## src/rtl/reg_writeback_unit.sv

```systemverilog
// reg_writeback_unit
// Write-side companion of the 8x16 register file. ALU and memory-load
// results are queued in a small in-order FIFO and drained one per cycle onto
// a registered register-file write port. Two combinational lookups expose
// results that are queued or sitting in the output stage.
//
// Build option: define WB_FORWARD_EN to build the forwarding comparators.
// Without it, fwd_hit_1/2 and fwd_data_1/2 are tied to zero.
module reg_writeback_unit #(
    parameter int DATA_W = 16,
    parameter int ADDR_W = 3,
    parameter int DEPTH  = 4
) (
    input  logic                       clk,
    input  logic                       rst,

    input  logic                       mem_wb_valid,
    input  logic [ADDR_W-1:0]          mem_wb_dest,
    input  logic [DATA_W-1:0]          mem_wb_data,

    input  logic                       alu_wb_valid,
    input  logic [ADDR_W-1:0]          alu_wb_dest,
    input  logic [DATA_W-1:0]          alu_wb_data,

    output logic                       wb_ready,

    output logic                       reg_write_en,
    output logic [ADDR_W-1:0]          reg_write_dest,
    output logic [DATA_W-1:0]          reg_write_data,

    input  logic [ADDR_W-1:0]          fwd_addr_1,
    input  logic [ADDR_W-1:0]          fwd_addr_2,
    output logic                       fwd_hit_1,
    output logic                       fwd_hit_2,
    output logic [DATA_W-1:0]          fwd_data_1,
    output logic [DATA_W-1:0]          fwd_data_2,

    output logic [$clog2(DEPTH):0]     pending
);

    localparam int PTR_W = $clog2(DEPTH);
    localparam int CNT_W = PTR_W + 1;

    // FIFO storage; entries are meaningful only within the occupied window
    // starting at rd_ptr, so they need no reset of their own.
    logic [ADDR_W-1:0] dest_mem [DEPTH];
    logic [DATA_W-1:0] data_mem [DEPTH];

    logic [PTR_W-1:0]  wr_ptr;
    logic [PTR_W-1:0]  rd_ptr;
    logic [CNT_W-1:0]  count;

    logic              mem_take;
    logic              alu_take;
    logic              pop;
    logic [PTR_W-1:0]  alu_ptr;
    logic [PTR_W-1:0]  wr_ptr_next;
    logic [PTR_W-1:0]  rd_ptr_next;
    logic [CNT_W-1:0]  count_next;

    // Two free slots are required so that a dual push can never overflow,
    // regardless of whether the drain pops this cycle.
    assign wb_ready = (count <= CNT_W'(DEPTH - 2));
    assign pending  = count;

    // Accept pushes only while ready; dest 0 is the hard-zero register and is
    // dropped here so it never occupies a slot or shows up on forwarding.
    always_comb begin
        mem_take    = wb_ready && mem_wb_valid && (mem_wb_dest != '0);
        alu_take    = wb_ready && alu_wb_valid && (alu_wb_dest != '0);
        pop         = (count != '0);
        // The mem entry is older, so it takes the first free slot.
        alu_ptr     = wr_ptr + PTR_W'(mem_take);
        wr_ptr_next = wr_ptr + PTR_W'(mem_take) + PTR_W'(alu_take);
        rd_ptr_next = rd_ptr + PTR_W'(pop);
        count_next  = count + CNT_W'(mem_take) + CNT_W'(alu_take) - CNT_W'(pop);
    end

    // Write accepted entries into the FIFO storage array.
    always_ff @(posedge clk) begin
        if (mem_take) begin
            dest_mem[wr_ptr] <= mem_wb_dest;
            data_mem[wr_ptr] <= mem_wb_data;
        end
        if (alu_take) begin
            dest_mem[alu_ptr] <= alu_wb_dest;
            data_mem[alu_ptr] <= alu_wb_data;
        end
    end

    // Pointer/occupancy bookkeeping and the registered write-port stage;
    // reset empties the queue and silences the write port immediately.
    always_ff @(posedge clk or posedge rst) begin
        if (rst) begin
            wr_ptr         <= '0;
            rd_ptr         <= '0;
            count          <= '0;
            reg_write_en   <= 1'b0;
            reg_write_dest <= '0;
            reg_write_data <= '0;
        end else begin
            wr_ptr       <= wr_ptr_next;
            rd_ptr       <= rd_ptr_next;
            count        <= count_next;
            reg_write_en <= pop;
            // Dest and data hold their last value when nothing drains.
            if (pop) begin
                reg_write_dest <= dest_mem[rd_ptr];
                reg_write_data <= data_mem[rd_ptr];
            end
        end
    end

`ifdef WB_FORWARD_EN
    logic [ADDR_W-1:0] lookup_addr [2];
    assign lookup_addr[0] = fwd_addr_1;
    assign lookup_addr[1] = fwd_addr_2;

    for (genvar gi = 0; gi < 2; gi++) begin : g_lookup
        logic              hit;
        logic [DATA_W-1:0] data;
        logic [PTR_W-1:0]  idx;

        // Scan candidates oldest to youngest (output stage, then FIFO from
        // head) so the last match seen is the youngest one.
        always_comb begin
            hit  = 1'b0;
            data = '0;
            idx  = '0;
            if (reg_write_en && (reg_write_dest == lookup_addr[gi])) begin
                hit  = 1'b1;
                data = reg_write_data;
            end
            for (int k = 0; k < DEPTH; k++) begin
                idx = rd_ptr + PTR_W'(k);
                if ((CNT_W'(k) < count) && (dest_mem[idx] == lookup_addr[gi])) begin
                    hit  = 1'b1;
                    data = data_mem[idx];
                end
            end
            // Register 0 always reads as zero, never as a pending write.
            if (lookup_addr[gi] == '0) begin
                hit  = 1'b0;
                data = '0;
            end
        end
    end

    assign fwd_hit_1  = g_lookup[0].hit;
    assign fwd_data_1 = g_lookup[0].data;
    assign fwd_hit_2  = g_lookup[1].hit;
    assign fwd_data_2 = g_lookup[1].data;
`else
    logic unused_fwd_addr;
    assign unused_fwd_addr = ^{fwd_addr_1, fwd_addr_2};

    assign fwd_hit_1  = 1'b0;
    assign fwd_data_1 = '0;
    assign fwd_hit_2  = 1'b0;
    assign fwd_data_2 = '0;
`endif

endmodule
```

## config.mk

```make
export PLATFORM = sky130hd
export DESIGN_NAME = reg_writeback_unit
export DESIGN_NICKNAME = d
export VERILOG_FILES = /design/src/rtl/reg_writeback_unit.sv
export SDC_FILE = /design/constraint.sdc
export NUM_CORES = 1
export LEC_CHECK = 0
export ABC_CLOCK_PERIOD_IN_PS = 2900
export CAP_MARGIN = 0
export CORE_MARGIN = 2
export CORE_UTILIZATION = 30
export CTS_CLUSTER_DIAMETER = 30
export DETAILED_ROUTE_END_ITERATION = 12
export PLACE_DENSITY = 0.56
export SYNTH_ARGS = -nofsm -noshare
export SYNTH_HDL_FRONTEND = slang
export SYNTH_SLANG_ARGS = --single-unit
```

## constraint.sdc

```tcl
create_clock -name clk -period 2.9 [get_ports clk]
set_input_delay 0.29 -clock clk [delete_from_list [all_inputs] [get_ports clk]]
set_output_delay 0.29 -clock clk [all_outputs]
set_load 0.005 [all_outputs]
```

==> metrics list, run 1 <==
* Run status: finished, final reports clean
- VDD IR max: 339.0 uV
* Worst skew pair latency: 0.35 ns
* Post-CTS setup buffer count: 0
- Setup violations remaining at the end of the flow were counted as 0.
* FILL cells: 1612
- Counting cells, the worst reg-to-reg path comes to 10.
* Post-synthesis compound-gate area fraction: 0.01138
* Final Wtd Congestion: 0.7483
- Largest stage delay, worst path: 0.38 ns
* Level count of the clock H-tree: 3
* Final number of hold-violating endpoints: 0
- Wire length per cell after detailed routing: 17.77 um
* Post-Synth Adder-Cell Area: 0.01944
- Antenna violations before repair: 0
- By startpoint and endpoint, the worst setup path is classified as reg -> reg.
- In the global route stage, overall resource usage came out at 0.1278.
- Netlist cell types: 31
* Total power: 5992 uW
- For this run, the register share of the synthesized area comes to 0.5603.
- Maximum number of pins on one net before global-route repair: 21
* Post-route antenna net violation count: 0
* First-pass GRT wire length: 17060 um
- Of the cells placed in the final design, the portion with a size suffix greater than 1 is 0.4070.
- For the final database, setup skew stands at 0.006386 ns.
* Fraction of the mapped netlist area in simple logic gates: 0.01493
* PwrDens: 903.5 mW/mm^2
- After synthesis, the largest family of logic cells by area is multiplexers.
* Xor and xnor fraction of the mapped netlist area: 0.006637
- 106 I/O pins were placed.
- In the finished design, the share of the clock period the worst path needs comes to 0.9447.
- The endpoint identified for the worst register-to-register timing path is dest_mem[3][2].
- Min-Delay Path Class: in -> async
- Overall via count from detail_route: 2729
- The floorplan step defined a die boundary enclosing 0.01867 mm^2.
- CTS tree: built
* Largest fanout on the critical path: 11
- Warning count from the yosys run: 0
* Number of buffers inserted for hold repair after clock tree synthesis: 0
- Slew of the pin with the lowest slew margin: 1.052 ns
- Detailed placement finished with a half-perimeter wire length of 7583 um.
- The portion of synthesized area spent on multiplexers is 0.3107.
* Post-CTS Resized: 0
* Number of instances in the synthesized netlist: 305
- Final net count: 448
- After synthesis the netlist holds a flip-flop and latch count of 103.
* Max-slew violation total from the final report: 0
* Overflow left after global routing: 0
* Count of max-cap constraint violations: 0
- STA classifies the critical path startpoint as a flip-flop.
* Flip-flop and latch area: 0.002958 mm^2
* Initial core utilization: 0.3063
* Footprint of the multi-input gates: 0.002090 mm^2
* Placeable core region: 0.01724 mm^2
- Worst reg2reg path startpoint: pending[1]
- After clock tree synthesis, the clock-pin slew on the worst setup and hold paths is 0.07 ns.
- Arrival time reported for the critical path endpoint: 2.84 ns
* Fin crit period: 2.740 ns
* Detailed-router iteration count before antenna repair: 4
* Pre-CTS setup slack: -0.05742 ns
- STA puts the critical path data required time at 3.00 ns.
- Port buffering added 65 buffers.
- The number of clock buffers added by TritonCTS is 9.
- The via count of the first global-routing pass came to 2957.
* Post-synthesis instance area: 0.005279 mm^2
- For this design, the slowest cell found on the critical path is sky130_fd_sc_hd__dfrtp_1.
- Total length of routed wires: 11070 um
- Die outline width: 136.7 um
* Synthesis-to-finish area growth: 25.62%
* Post-layout worst setup margin: 0.1605 ns
- Endpoint class of the critical path: flip-flop
- Number of cell rows: 48
* Tightest slew margin relative to the limit: 0.2985
- 0 antenna diodes ended up in the layout.
* Ratio of routed vias to standard cells: 4.380
- Static Leakage: 0.002461 uW
- The detailed router finished its first iteration with 124 violations.
- For this design, the sink count on the clock tree is 103.
* Maximum count of clock buffers along a single path: 2
- Averaged over all synthesized cells, the footprint is 17.31 um^2.
- Maximum frequency from static timing analysis: 365.0 MHz
* RSZ-0062 raised after global routing: no
- Setup slack on the worst reg-to-reg path comes out at 0.16 ns.
- Cells along the critical path: inv_1 > ha_1 > or2_2 > o311ai_2 > inv_1 > ha_1 > xnor2_2 > and3b_4 > buf_12 > mux2_4
- In the routed design, unresolved DRC markers number 0.
* Clk Tree Root Cell: sky130_fd_sc_hd__clkbuf_16
* Vertical die dimension: 136.7 um
-- kinds of logic after synthesis --
logic type                 after synthesis
and+or+nand+nor                         11
DFF                                    103
adders and majority gates                7
muxes                                  114
other                                    1
xor gates and xnor gates                 4
buffers and inverters                   58
AOI/OAI and AO/OA                        7
-- report_power, final --
group          internal (uW)  leakage (uW)  switching (uW)
logic                   1490       0.00132             989
clock network            635      0.000133             504
registers               2130       0.00100             243
-- stage by stage --
stage	std cells	cell area, um^2	util	TNS [ns]	hold slack [ns]
after global routing	623	6631	0.3847	0	0.2662
after CTS	623	6616	0.3839	0	0.2405
after floorplan	338	5410	-	-3.766	0.3427
after global placement	607	6342	0.3680	-2.082	0.4918
after detailed placement	607	6342	0.3680	-2.509	0.4913
final	623	6631	0.3847	0	0.2352
-- cell usage after synthesis, drive strengths merged --
cell type,number,area share
nand2,2,0.0014
nor3,1,0.00095
dfrtp,27,0.13
edfxtp,76,0.43
nand3b,1,0.0014
o311ai,1,0.0017
and3,1,0.0021
or2,1,0.0012
mux4,19,0.081
o21bai,2,0.0028
and3b,1,0.0024
o21a,1,0.0028
fa,2,0.0076
clkbuf,4,0.0028
xor2,1,0.0017
o21ai,1,0.00095
mux2,95,0.23
xnor2,3,0.0050
inv,10,0.0071
buf,44,0.066
nor3b,1,0.0024
nor2,1,0.00071
nand2b,2,0.0024
ha,5,0.012
o31ai,1,0.0014
o31a,1,0.0017
conb,1,0.00071
-- worst max path at each step --
stage	start	to	slack, ns	cells past startpoint
3_3_place_gp	mem_wb_dest[2]	dest_mem[1][1]	-0.04	8
3_5_place_dp	mem_wb_dest[2]	data_mem[1][1]	-0.06	8
6_report	pending[1]	dest_mem[3][2]	0.16	10
5_1_grt	pending[1]	data_mem[3][1]	0.02	10
4_1_cts	pending[1]	data_mem[1][1]	0.01	10
2_1_floorplan	pending[1]	data_mem[2][0]	-0.11	11
-- final cells by class --
class,count,share of cell area
clock buffer,15,0.04057
inverter,10,0.005660
tap,225,0.04245
multi-input combinational,177,0.3151
clock inverter,1,0.0007547
timing repair buffer,92,0.1494
sequential,103,0.4460
-- per-layer routing --
metal	wire, um	global-route usage	part of all wire
met4	173	0.04572	0.016
met2	6128	0.2419	0.55
met1	4338	0.1391	0.39
met3	428	0.02741	0.039
met5	0	0	0
-- worst max-delay path, delay by kind of cell, from the launching register on --
family | cells | cell delay [ns]
adders and majority gates | 2 | 0.45
muxes | 1 | 0.31
and+or+nand+nor | 2 | 0.68
DFF | 1 | 0.38
AOI/OAI and AO/OA | 1 | 0.12
buffers and inverters | 3 | 0.35
xor gates and xnor gates | 1 | 0.18
-- cells in the final DEF, fill, tap and decap left out, types with 2 or more instances in the layout --
master / count
sky130_fd_sc_hd__buf_12: 11
sky130_fd_sc_hd__buf_4: 16
sky130_fd_sc_hd__clkbuf_1: 5
sky130_fd_sc_hd__clkbuf_16: 10
sky130_fd_sc_hd__clkdlybuf4s50_1: 65
sky130_fd_sc_hd__conb_1: 34
sky130_fd_sc_hd__dfrtp_1: 27
sky130_fd_sc_hd__edfxtp_1: 76
sky130_fd_sc_hd__fa_1: 2
sky130_fd_sc_hd__ha_1: 5
sky130_fd_sc_hd__inv_1: 10
sky130_fd_sc_hd__mux2_1: 2
sky130_fd_sc_hd__mux2_2: 55
sky130_fd_sc_hd__mux2_4: 38
sky130_fd_sc_hd__mux4_2: 19
sky130_fd_sc_hd__nand2_1: 2
sky130_fd_sc_hd__nand2b_1: 2
sky130_fd_sc_hd__o21bai_2: 2
sky130_fd_sc_hd__xnor2_1: 2
-- registers in the layout, indices dropped and copies added, names as in the netlist --
register        flops
data_mem           64
reg_write_data     16
dest_mem           12
pending             3
reg_write_dest      3
rd_ptr              2
wr_ptr              2
reg_write_en        1
No activity file was read; power rests on OpenSTA's default activity.
==> inputs of run 2 (changes only) <==
--- a/config.mk
+++ b/config.mk
@@ -7,7 +7,6 @@
 export LEC_CHECK = 0
 export ABC_CLOCK_PERIOD_IN_PS = 2900
 export CAP_MARGIN = 0
-export CORE_MARGIN = 2
 export CORE_UTILIZATION = 30
 export CTS_CLUSTER_DIAMETER = 30
 export DETAILED_ROUTE_END_ITERATION = 12
==> run 2 against run 1 <==
Register-to-register slack got worse by 0.02 ns. Largest power group unchanged. Clock skew up 0.00050 ns. Clock power up 4%. Critical path type unchanged.
==> metrics list, run 2 (synthesized netlist as in run 1, its figures left out) <==
* Die outline width: 134.7 um (-1.5%)
- Post-route antenna net violation count: 0 (unchanged)
* Number of cell rows: 48 (unchanged)
- The count of input and output buffers came to 65 (unchanged).
* Final net count: 459 (+2.5%)
- More flip-flops sit in one register than any other, and that register is data_mem.
* End of the critical path: data_mem[1][6]
- Final period util: 0.9501 (+0.005453)
- The die outline height came to 134.7 um (-1.5%).
* Synthesis-to-finish area growth: 27.14%
- Maximum number of pins on one net before global-route repair: 28 (+33%)
- The length in cells of the worst reg-to-reg path is 11 (+1).
- Count of max-cap constraint violations: 0 (unchanged)
- The number of hold-slack violations in the final timing report was 0 (unchanged).
- Arrival time reported for the critical path endpoint: 2.86 ns (+0.02 ns)
* Kind of critical path: reg -> reg
- The initial standard-cell utilization of the core came to 0.3063 (unchanged).
- Iter 0 DRT Violations: 138 (+11%)
* Leading cell types in the layout, fill and taps excluded: sky130_fd_sc_hd__edfxtp_1, sky130_fd_sc_hd__clkdlybuf4s50_1, sky130_fd_sc_hd__mux2_2
- Proportion of power drawn by combinational gates: 0.424 (+0.011)
- VDD IR max: 426.9 uV (+26%)
- Leaving out fill and tap cells, the most frequent cell in the layout is sky130_fd_sc_hd__edfxtp_1.
- The die area is 0.01813 mm^2 (-2.9%).
- Wire length per cell after detailed routing: 17.59 um (-1.0%)
- Nature of the critical path startpoint: flip-flop
* Fraction of final layout cells sized beyond drive strength 1: 0.4303 (+0.02328)
- First element of the critical path: pending[1]
* Number of buffers inserted for hold repair after clock tree synthesis: 0 (unchanged)
* CTS tree: built
- The tightest hold margin came to 0.3226 ns (+0.08741 ns).
- The final cell area excluding filler cells came to 0.006711 mm^2 (+1.2%).
* Net switching power of the design: 1785 uW (+2.8%)
* Fin crit period: 2.755 ns (+0.01581 ns)
- The endpoint identified for the worst register-to-register timing path is data_mem[1][6].
- The maximum clock rate is 362.9 MHz (-0.57%).
- The overall power of the completed layout is 6106 uW (+1.9%).
* Worst reg2reg path startpoint: pending[1]
- The flow ran to the end, and the final reports show no timing, DRC or antenna violations.
- The antenna diode count came to 0 (unchanged).
- Post-detailed-placement half-perimeter wirelength: 7895 um (+4.1%)
- The detail-routed via count per cell was 4.404 (+0.53%).
- Maximum count of clock buffers along a single path: 2 (unchanged)
* Sequential fraction of design power: 0.381 (-0.016)
- Endpoint class of the critical path: flip-flop
- Final Wtd Congestion: 0.6871 (-8.2%)
* Clock network power share: 0.195 (+0.005)
- Worst skew pair latency: 0.35 ns (about the same)
- The initial antenna violation count is 0 (unchanged).
* Min-Delay Path Class: in -> async
- The leakage power total was 0.002525 uW (+2.6%).
* Global-route total usage across every layer: 0.1317 (+0.003894)
- Area post-placement: 0.006372 mm^2 (+0.47%)
* Overflow left after global routing: 0 (unchanged)
* Number of clock sinks seen by CTS: 103 (unchanged)
- The number of vias after detailed routing came to 2792 (+2.3%).
- The internal reg-to-reg setup slack was 0.14 ns (-0.02 ns).
- Registers with the most flip-flops: data_mem x64, reg_write_data x16, dest_mem x12
* Total length of routed wires: 11150 um (+0.73%)
* Max Clock Skew: 0.006889 ns (+0.0005033 ns)
* Max FFs per register: 64 (unchanged)
* Max-slew violation total from the final report: 0 (unchanged)
- Pre-CTS setup slack: 0.03364 ns (+0.09106 ns)
* DRC viols: 0 (unchanged)
* PwrDens: 909.8 mW/mm^2 (+0.69%)
* CTS Buf Count: 9 (unchanged)
- The H-tree depth is 3 (unchanged).
* Largest fanout on the critical path: 10 (-1)
- Placeable core region: 0.01724 mm^2 (unchanged)
- The required time of the critical path is 3.00 ns (about the same).
- The post-CTS clock slew at the launch and capture registers of the worst setup and hold paths is 0.07 ns (about the same).
* Internal power summed over all cells: 4321 uW (+1.5%)
* Vias in the first global route: 3025 (+2.3%)
* Clk Tree Root Cell: sky130_fd_sc_hd__clkbuf_16
- The post-route worst setup slack is 0.1447 ns (-0.01581 ns).
- The wire length of the first global-routing pass is 16970 um (-0.52%).
- Final setup vio count: 0 (unchanged)
* Detailed-router iteration count before antenna repair: 4 (unchanged)
- The net switching share of the total power was 0.2923 (+0.002511).
- The I/O pin count came to 106 (unchanged).
==> run 2: cell count changes in the layout (fill, tap and decap cells not counted), sizes merged <==
| cell | change |
|---|---|
| clkbuf | -4 |
| clkinv | +4 |
| bufinv | +1 |
| buf | +10 |
==> run 2: what timing repair did <==
action                                  in CTS  in global routing
buffers inserted                             0                  1
endpoints found under the setup margin       0                 83
gates resized for setup                      0                  4
==> run 2: routing by layer <==
layer,up-vias,part of all wire,GRT usage
met2,67,0.54,0.2320
met3,12,0.043,0.02140
met5,-,0,0
met1,1419,0.40,0.1567
met4,0,0.020,0.06180
li1,1294,-,-
==> run 2: worst min path at each step <==
stage                             from                  to  slack [ns]  depth (start not counted)
finish                             rst   reg_write_data[3]        0.32                          3
global route                       rst   reg_write_data[5]        0.37                          3
CTS                                rst   reg_write_data[5]        0.34                          3
detailed placement   reg_write_data[3]   reg_write_data[3]        0.49                          1
global placement    reg_write_data[14]  reg_write_data[14]        0.49                          1
floorplan                          rst          pending[0]        0.34                          1
==> run 2: area by class of cell <==
class                   instances  area, um^2
flip-flops and latches        103        2958
inverters                      10       37.54
clock inverters                 6       52.55
multi-input cells             177        2100
fillers                      1606       10530
clock buffers                  10       229.0
well taps                     225       281.5
repair buffers                103        1054
==> run 2: worst max-delay path, cell delays in order, from the launching register on <==
cell and delay, ns:
sky130_fd_sc_hd__dfrtp_1 0.38, sky130_fd_sc_hd__inv_1 0.09, sky130_fd_sc_hd__ha_1 0.23, sky130_fd_sc_hd__or2_2 0.33
sky130_fd_sc_hd__o311ai_2 0.10, sky130_fd_sc_hd__inv_1 0.08, sky130_fd_sc_hd__ha_1 0.22, sky130_fd_sc_hd__xnor2_2 0.21
sky130_fd_sc_hd__buf_4 0.15, sky130_fd_sc_hd__and3_4 0.23, sky130_fd_sc_hd__buf_12 0.16, sky130_fd_sc_hd__mux2_4 0.30
==> run 2: per-stage QoR <==
step           cells  setup TNS, ns    util
2_1_floorplan    338         -3.766       -
3_3_place_gp     616              0  0.3697
3_5_place_dp     616              0  0.3697
4_1_cts          632              0  0.3860
5_1_grt          634       -0.07921  0.3894
6_report         634              0  0.3894
==> run 2: power by group through the flow <==
stage / clock [uW] / combinational [uW] / sequential [uW]
6_report: 1190 / 2590 / 2330
5_1_grt: 1270 / 2810 / 2390
4_1_cts: 1220 / 2590 / 2340
2_1_floorplan: 0 / 1530 / 2320
3_3_place_gp: 0 / 2550 / 2350
3_5_place_dp: 0 / 2580 / 2370
==> inputs of run 3 (changes only) <==
--- a/config.mk
+++ b/config.mk
@@ -7,10 +7,10 @@
 export LEC_CHECK = 0
 export ABC_CLOCK_PERIOD_IN_PS = 2900
 export CAP_MARGIN = 0
-export CORE_UTILIZATION = 30
+export CORE_UTILIZATION = 34
 export CTS_CLUSTER_DIAMETER = 30
 export DETAILED_ROUTE_END_ITERATION = 12
-export PLACE_DENSITY = 0.56
+export PLACE_DENSITY = 0.62
 export SYNTH_ARGS = -nofsm -noshare
 export SYNTH_HDL_FRONTEND = slang
 export SYNTH_SLANG_ARGS = --single-unit
==> run 3 against run 2 <==
The run now ends with design-rule violations left. Non-clock buffer count decreased by 6. Die area fell by 12%. Critical path depth is 1 higher. Via count decreased by 1.6%. Sequential cell count is the same. First-iteration DRC count shrank 22%. Register-to-register slack barely moved. Utilization up 4.8 points. Cell area fell by 0.89%. Global-route usage rose by 0.52 points. Clock power up 15%. Critical endpoint is now data_mem[2][8]. Largest cell class unchanged. Largest power group unchanged. Highest routed layer unchanged.
==> metrics list, run 3 (synthesized netlist as in run 1, its figures left out) <==
- The number of buffers and inverters on the critical path came to 4 (unchanged).
- The length in cells of the worst reg-to-reg path is 12 (+1).
* Cells along the critical path: inv_1 > ha_1 > or2_2 > o311ai_1 > inv_1 > ha_1 > xnor2_2 > buf_4 > nor2_1 > nand2_2 > buf_4 > mux2_2
* Largest stage delay, worst path: 0.39 ns (about the same)
- The required time of the critical path came to 3.00 ns (about the same).
* Min-Delay Path Class: in -> async
* Met2 Use GR: 0.2395 (+0.007560)
* Count of max-cap constraint violations: 0 (unchanged)
- The number of placement rows is 45 (-6.3%).
- The final cell area excluding filler cells is 0.006651 mm^2 (-0.89%).
* Fin crit period: 2.750 ns (-0.005013 ns)
- The maximum clock rate came to 363.6 MHz (+0.18%).
- The H-tree depth came to 3 (unchanged).
- Registers with the most flip-flops: data_mem x64, reg_write_data x16, dest_mem x12
- Final net count: 453 (-1.3%)
* Highest-utilization routing layer at the global route stage: met2
* CTS tree: built
- Number of clock sinks seen by CTS: 103 (unchanged)
* Register-to-register path setup slack: 0.15 ns (about the same)
- Overflow left after global routing: 0 (unchanged)
- Kind of critical path: reg -> reg
- On the critical path, the stage with the largest delay is an instance of sky130_fd_sc_hd__dfrtp_1.
- The cell area after placement is 0.006266 mm^2 (-1.7%).
- The tree is rooted in a sky130_fd_sc_hd__clkbuf_16.
- The met3 usage came to 0.03543 (+0.01403).
* Number of buffers inserted for hold repair after clock tree synthesis: 0 (unchanged)
* Setup Total Neg Slack: 0 ns (unchanged)
- The global routing met1 resource utilization is 0.1657 (+0.009036).
- The worst path arrival time is 2.85 ns (about the same).
- The I/O pin count is 106 (unchanged).
* Nature of the critical path startpoint: flip-flop
* Max-slew violation total from the final report: 0 (unchanged)
- Count of non-filler cells in the finished layout: 591 (-6.8%)
- The detailed-route wire length was 10320 um (-7.4%).
- Post-detailed-placement half-perimeter wirelength: 6938 um (-12%)
* First-pass GRT wire length: 15960 um (-5.9%)
* Maximum number of pins on one net before global-route repair: 28 (unchanged)
* ANT cells: 0 (unchanged)
- The run finished, with violations left.
- Total power: 6190 uW (+1.4%)
- Most common library cell in the layout ignoring fill and taps: sky130_fd_sc_hd__edfxtp_1
- Max FFs per register: 64 (unchanged)
- Wire length per cell after detailed routing: 17.46 um (-0.70%)
- The detailed-routing iteration count for the pre-antenna-repair pass was 8 (+4).
- The leakage power total was 0.002499 uW (-1.0%).
- The TritonCTS buffer count came to 9 (unchanged).
- The post-CTS clock slew at the launch and capture registers of the worst setup and hold paths came to 0.07 ns (about the same).
* Total placed cells including tap cells: 571 (-7.3%)
* Worst flop-to-flop path endpoint: data_mem[2][8]
- The final number of setup-violating endpoints came to 0 (unchanged).
- Iter 0 DRT Violations: 107 (-22%)
* Initial core utilization: 0.3472 (+0.04099)
- The power density over cell area came to 930.6 mW/mm^2 (+2.3%).
* Register ranked first by flip-flop count: data_mem
- Maximum count of clock buffers along a single path: 2 (unchanged)
- The highest net fanout along the worst path is 4 (-6).
- From synthesis to final layout, the design area changed by 26.00%.
- Worst skew pair latency: 0.34 ns (about the same)
* Antenna violations before repair: 0 (unchanged)
* Worst reg2reg path startpoint: pending[1]
- Footprint of the multi-input gates: 0.002085 mm^2 (-0.71%)
* Final number of hold-violating endpoints: 0 (unchanged)
- Leading cell types in the layout, fill and taps excluded: sky130_fd_sc_hd__edfxtp_1, sky130_fd_sc_hd__clkdlybuf4s50_1, sky130_fd_sc_hd__mux2_2
* Endpoint class of the critical path: flip-flop
- Overall via count from detail_route: 2746 (-1.6%)
- Slew of the pin with the lowest slew margin: 0.5901 ns
- FILL cells: 1373 (-15%)
* Max Clock Skew: 0.006845 ns (-0.00004405 ns)
* Fraction of final layout cells sized beyond drive strength 1: 0.4218 (-0.008482)
- The global-route total usage across every layer came to 0.1368 (+0.005176).
- Ratio of routed vias to standard cells: 4.646 (+5.5%)
- Final period util: 0.9484 (-0.001729)
- The count of input and output buffers came to 65 (unchanged).
- The via count of the first global-routing pass was 2826 (-6.6%).
* Final Wtd Congestion: 0.7360 (+7.1%)
- Placeable core region: 0.01520 mm^2 (-12%)
* Tightest slew margin relative to the limit: 0.6066
- Violations in the final reports: design-rule violations
* Die Footprint: 0.01603 mm^2 (-12%)
- The flip-flop and latch area was 0.002958 mm^2 (unchanged).
- Post-route antenna net violation count: 0 (unchanged)
* Die outline width: 126.6 um (-6.0%)
- The number of remaining DRC errors was 2 (+2).
- The die outline height came to 126.6 um (-6.0%).
* Dominant delay contributor by cell family on the critical path: buffers and inverters
- Fraction of the core area covered by cells at the end of the flow: 0.4375 (+0.04816)
- RSZ-0062 raised after global routing: no
* VDD IR max: 397.7 uV (-6.8%)
run 3: cell types whose count changed in the layout (fill, tap and decap cells not counted), sizes merged:
| cell | change |
|---|---|
| buf | -5 |
| clkinvlp | +2 |
| clkinv | -4 |
| clkbuf | -1 |
| bufinv | +2 |
run 3: worst max path at each step:
stage / startpoint / end / slack (ns) / depth (start not counted)
4_1_cts: pending[1] / data_mem[2][14] / 0.05 / 12
3_3_place_gp: mem_wb_dest[2] / data_mem[2][1] / 0.006 / 10
5_1_grt: pending[1] / data_mem[2][12] / 0.02 / 12
3_5_place_dp: mem_wb_dest[1] / data_mem[0][6] / -0.01 / 8
2_1_floorplan: pending[1] / data_mem[2][0] / -0.11 / 11
6_report: pending[1] / data_mem[2][8] / 0.15 / 12
run 3: final cells by class:
| type | count | share of cell area |
|---|---|---|
| Sequential cell | 103 | 0.4447 |
| Multi-Input combinational cell | 177 | 0.3134 |
| Timing Repair Buffer | 97 | 0.1501 |
| Tap cell | 188 | 0.03536 |
| Clock buffer | 10 | 0.03442 |
| Clock inverter | 6 | 0.01637 |
| Inverter | 10 | 0.005643 |
run 3: routing by layer:
layer | vias to the layer above | share of wire
met3 | 13 | 0.044
li1 | 1273 | -
met1 | 1397 | 0.43
met5 | - | 0
met4 | 0 | 0.011
met2 | 63 | 0.52
run 3: repair_timing:
item | 4_1_cts | 5_1_grt
resized for setup | 1 | 5
hold endpoints to repair | 0 | 0
setup endpoints to repair | 5 | 16
buffers inserted | 2 | 1
pin swaps | 1 | 1
cloned | 0 | 1
run 3: where the power goes:
part,switching (uW),internal [uW]
Sequential,177,2140
Clock,529,841
Combinational,1030,1480
run 3: tightest hold or removal path, stage by stage:
cell	delay, ns
sky130_fd_sc_hd__clkdlybuf4s50_1	0.40
sky130_fd_sc_hd__inv_1	0.05
sky130_fd_sc_hd__buf_4	0.36
run 3: stage by stage:
| stage | hold WS, ns | setup WS, ns |
|---|---|---|
| 2_1_floorplan | 0.3427 | -0.1075 |
| 3_3_place_gp | 0.4871 | 0.006072 |
| 3_5_place_dp | 0.4974 | -0.01428 |
| 4_1_cts | 0.3490 | 0.05048 |
| 5_1_grt | 0.3953 | 0.01724 |
| 6_report | 0.3363 | 0.1497 |
